===== config.mk =====
export PLATFORM = sky130hd
export DESIGN_NAME = div_32
export DESIGN_NICKNAME = d
export VERILOG_FILES = /design/src/rtl/div_32.sv
export SDC_FILE = /design/constraint.sdc
export NUM_CORES = 1
export LEC_CHECK = 0
export BUFFER_PORTS_ARGS = -buffer_cell sky130_fd_sc_hd__buf_2
export CORE_AREA = 2 2 157 159
export DETAILED_ROUTE_END_ITERATION = 6
export DIE_AREA = 0 0 159 161
export PLACE_DENSITY = 0.59
export SYNTH_ARGS = -nofsm -noshare
export SYNTH_HDL_FRONTEND = slang
export SYNTH_SLANG_ARGS = --single-unit

===== constraint.sdc =====
create_clock -name clock -period 4.1 [get_ports clock]
set_input_delay 0.41 -clock clock [delete_from_list [all_inputs] [get_ports clock]]
set_output_delay 0.41 -clock clock [all_outputs]
set_load 0.1 [all_outputs]

===== src/rtl/div_32.sv =====
// 32-bit signed restoring divider: fixed 32-step latency, one quotient bit per clock.
// Divide-by-zero and INT_MIN/-1 overflow are flagged through data_exception.
//
// state | meaning
// IDLE  | waiting for ctrl_DIV
// RUN   | 32 restoring-division steps, one per edge
// DONE  | result valid, data_resultRDY high for this cycle
module div_32 (
  input  logic        clock,
  input  logic        reset,
  input  logic [31:0] data_operandA,
  input  logic [31:0] data_operandB,
  input  logic        ctrl_DIV,
  output logic [31:0] data_result,
  output logic        data_exception,
  output logic        data_resultRDY,
  output logic        busy
);

  typedef enum logic [1:0] {IDLE, RUN, DONE} state_t;

  state_t      state, state_nxt;
  logic [31:0] quo, rem, b_mag;
  logic        sign, zero_div, ovf;
  logic [5:0]  count;

  logic        accept, last_step;
  logic [31:0] a_abs, b_abs, quo_nxt, rem_nxt, q_signed;
  logic [32:0] shifted, diff;

  assign accept    = ctrl_DIV && (state != RUN);
  assign last_step = (state == RUN) && (count == 6'd31);

  always_comb begin
    a_abs    = data_operandA[31] ? (~data_operandA + 32'd1) : data_operandA;
    b_abs    = data_operandB[31] ? (~data_operandB + 32'd1) : data_operandB;
    // quo starts as |A|, so its MSB is always the next dividend bit to inject
    shifted  = {rem, quo[31]};
    diff     = shifted - {1'b0, b_mag};
    quo_nxt  = {quo[30:0], ~diff[32]};
    rem_nxt  = diff[32] ? shifted[31:0] : diff[31:0];
    q_signed = sign ? (~quo_nxt + 32'd1) : quo_nxt;
  end

  always_ff @(posedge clock) begin
    if (reset) state <= IDLE;
    else       state <= state_nxt;
  end

  always_comb begin
    state_nxt = state;
    case (state)
      IDLE:    if (ctrl_DIV) state_nxt = RUN;
      RUN:     if (count == 6'd31) state_nxt = DONE;
      DONE:    state_nxt = ctrl_DIV ? RUN : IDLE;
      default: state_nxt = IDLE;
    endcase
  end

  always_ff @(posedge clock) begin
    if (reset) begin
      quo            <= 32'd0;
      rem            <= 32'd0;
      b_mag          <= 32'd0;
      sign           <= 1'b0;
      zero_div       <= 1'b0;
      ovf            <= 1'b0;
      count          <= 6'd0;
      data_result    <= 32'd0;
      data_exception <= 1'b0;
    end else if (accept) begin
      quo      <= a_abs;
      rem      <= 32'd0;
      b_mag    <= b_abs;
      sign     <= data_operandA[31] ^ data_operandB[31];
      zero_div <= (data_operandB == 32'd0);
      ovf      <= (data_operandA == 32'h8000_0000) && (data_operandB == 32'hFFFF_FFFF);
      count    <= 6'd0;
    end else if (state == RUN) begin
      quo   <= quo_nxt;
      rem   <= rem_nxt;
      count <= count + 6'd1;
      if (last_step) begin
        if (zero_div) begin
          data_result    <= 32'd0;
          data_exception <= 1'b1;
        end else if (ovf) begin
          data_result    <= 32'h8000_0000;
          data_exception <= 1'b1;
        end else begin
          data_result    <= q_signed;
          data_exception <= 1'b0;
        end
      end
    end
  end

  assign busy           = (state == RUN);
  assign data_resultRDY = (state == DONE);

endmodule

==> flow_summary.toml <==
[synth]
yosysTopAreaCellShare_pct = 29.76
synth_most_common_cell = "nor2_1"
synthTopCellsByCount = "149 x nor2_1, 140 x dfxtp_1, 93 x nand2_1, 83 x a21oi_1, 82 x o21ai_0"
syn_area_per_cell_um2 = 7.776
synth_top_cells_by_area = "dfxtp_1 30%, xor2_1 7.5%, a211oi_1 6.2%"
yosysTopAreaCell = "dfxtp_1"
synth_cell_type_count = 71
yosysWarnings = 0
syn-cell-area_um2 = 9417
synth-seq-area-share_pct = 29.76
synth_nets = 1316
synth-edff-count = 0
synthArstFlopShare_pct = 0
syn_inst = 1211
synthFlopType = "dfxtp_1"
synth-seq-cells = 140

[hold_path]
hold_depth = 3
hp-start = "data_operandB[0]"
hold_class = "input pin to register"
holdPathEnd = "b_mag[0]"

[critical_path]
rrSetupSlack_ns = 0.26
r2r_cells = 18
worstPathMaxFanout = 6
crit_required_ns = 4.37
reg2reg_from = "b_mag[4]"
reg2reg_to = "data_result[30]"
worstSetupEndpointType = "register"
cp_data_arrival_time_ns = 4.12
start_kind = "register"
worstSetupPathType = "register to register"

[sta]
hold_viol_final = 0
timing.slew.headroom_pct = 16.65
tightestPinTransition_ns = 1.248
finClkSkew_ns = 0.01001
finalCriticalPeriod_ns = 3.842
final-setup-viol-count = 0
hold_ws_ns = 0.2751
fmax_mhz = 260.3
fin_ws_ns = 0.2584
setup_tns_ns = 0
slew_viol_final = 0
finalCritPeriodShare_pct = 93.70

[global_routing]
grt_max_degree = 69
grt_pass1_wl_mm = 42.28
gr-usage-all-layers_pct = 20.35
grt_pass1_vias = 7882
grt-ovfl-total = 0
antenna_found_initial = 0

[layout]
drive_gt1_share_pct = 14.15
nets = 1378
syn_to_final_growth_pct = 14.39
finalInstanceArea_um2 = 10770
num_antenna_cells = 0
final_util_pct = 44.95
final_cell_count_no_fill = 1610

[flow_run]
drv_cap = 0

[clock_network]
cts.sinks = 140
hold_buffers = 0
cts_buffers = 17
cts_tree = "built"
h-tree-depth = 4
clock_latency_ns = 0.43
cts.path.max_buffers = 2
root_buffer = "clkbuf_16"
cts.reportedPaths.clkPinSlew_ns = 0.06

[die]
num_rows = 57
dieArea_um2 = 25600
core-area_um2 = 23960
die_h_um = 161
start_util_pct = 39.30
ios = 102
die_w_um = 159

[placed_design]
place_ws_ns = 0.2190
dp_hpwl_mm = 19.24
dpl_cell_area_um2 = 10140
place_congestion = 0.8475
portBuffers = 101
place_inst = 1576

[drt]
vias = 8761
drt_iter0_drc = 617
routedWlPerCell_um = 16.29
viasPerCell = 5.442
detail_route.wirelength_mm = 26.23
post-route-drc-count = 0
ant_nets = 0
first_pass_iters = 5

[power]
peakVddDrop_mv = 0.2655
powerDensity_nw_per_um2 = 405.2
total_power_mw = 4.364
p_leak_nw = 4.217

[run_status]
status = "completed"
-- where the power goes --
part	internal [mW]	switching (mW)	total (mW)
clock	0.912	0.631	1.54
combinational	0.519	0.765	1.28
sequential	1.44	0.0979	1.54
total	2.87	1.49	4.36
-- timing repair --
item                       in CTS  in global routing
gates resized for setup         0                  5
buffers inserted                0                  2
setup endpoints to repair       0                  5
-- worst max-delay path, cell delays in order (launching register included) --
cell and delay [ns]:
dfxtp_1 0.33, inv_1 0.04, ha_1 0.24, or4_1 0.59
o22ai_4 0.24, o32ai_2 0.12, buf_4 0.17, nor3_4 0.19
nor3_4 0.07, inv_2 0.06, ha_1 0.14, nand2b_1 0.13
nor2_4 0.13, nand3_2 0.09, or4_4 0.51, o41ai_4 0.32
xnor2_1 0.11, a22oi_2 0.14, nor2_1 0.05
-- worst max-delay path by stage --
stage / from / end / slack, ns / cells past startpoint
after floorplan: quo[31] / data_result[30] / 0.45 / 19
after global placement: b_mag[4] / data_result[30] / 0.32 / 18
after detailed placement: quo[31] / data_result[30] / 0.22 / 19
after CTS: quo[31] / data_result[30] / 0.20 / 19
after global routing: quo[31] / data_result[30] / -0.01 / 20
final: b_mag[4] / data_result[30] / 0.26 / 18
-- cell families after synthesis --
family / after synthesis / synth area share [%]
and+or+nand+nor: 395 / 20.26
buffers and inverters: 129 / 5.541
muxes: 25 / 2.671
adders and majority gates: 38 / 5.129
AOI/OAI and AO/OA: 374 / 26.40
xor gates and xnor gates: 110 / 10.23
DFF: 140 / 29.76
-- cell usage in the layout (no fill, tap or decap), drive strengths merged, types with 10 or more instances in the layout --
cell type    n
a211oi      78
a21o        10
a21oi       83
a22oi       16
buf        121
clkbuf      18
dfxtp      140
ha          37
inv         53
mux2i       24
nand2       93
nand2b      11
nand3       10
nand4       17
nor2       150
nor2b       12
nor3        28
nor4        12
o211ai      13
o21ai       86
o31ai       25
o41ai       20
or3         20
or4         10
xnor2       29
xor2        81
-- final cells by class --
class                           instances  area, µm²
Inverter                               51      192.7
Tap cell                              324      405.4
Fill cell                            2520      13190
Timing Repair Buffer                  121      655.6
Clock inverter                         14      142.6
Clock buffer                           18      439.2
Sequential cell                       140       2803
Multi-Input combinational cell        942       6133
-- metal layers --
layer,up-vias,share of wire (%),routed length (µm),track usage (%)
li1,4518,-,-,-
met4,0,1.2,323,4.793
met1,4012,54,14270,32.11
met3,20,4.2,1097,2.722
met2,211,40,10540,28.87
met5,-,0,0,0
-- registers in the layout, summed over array words and instances (netlist names), 2 cells and up --
| name | cells |
|---|---|
| data_result | 32 |
| count | 6 |
| rem | 32 |
| quo | 32 |
| b_mag | 32 |
| state | 2 |
Note: power is estimated with default switching activity, not from simulation.
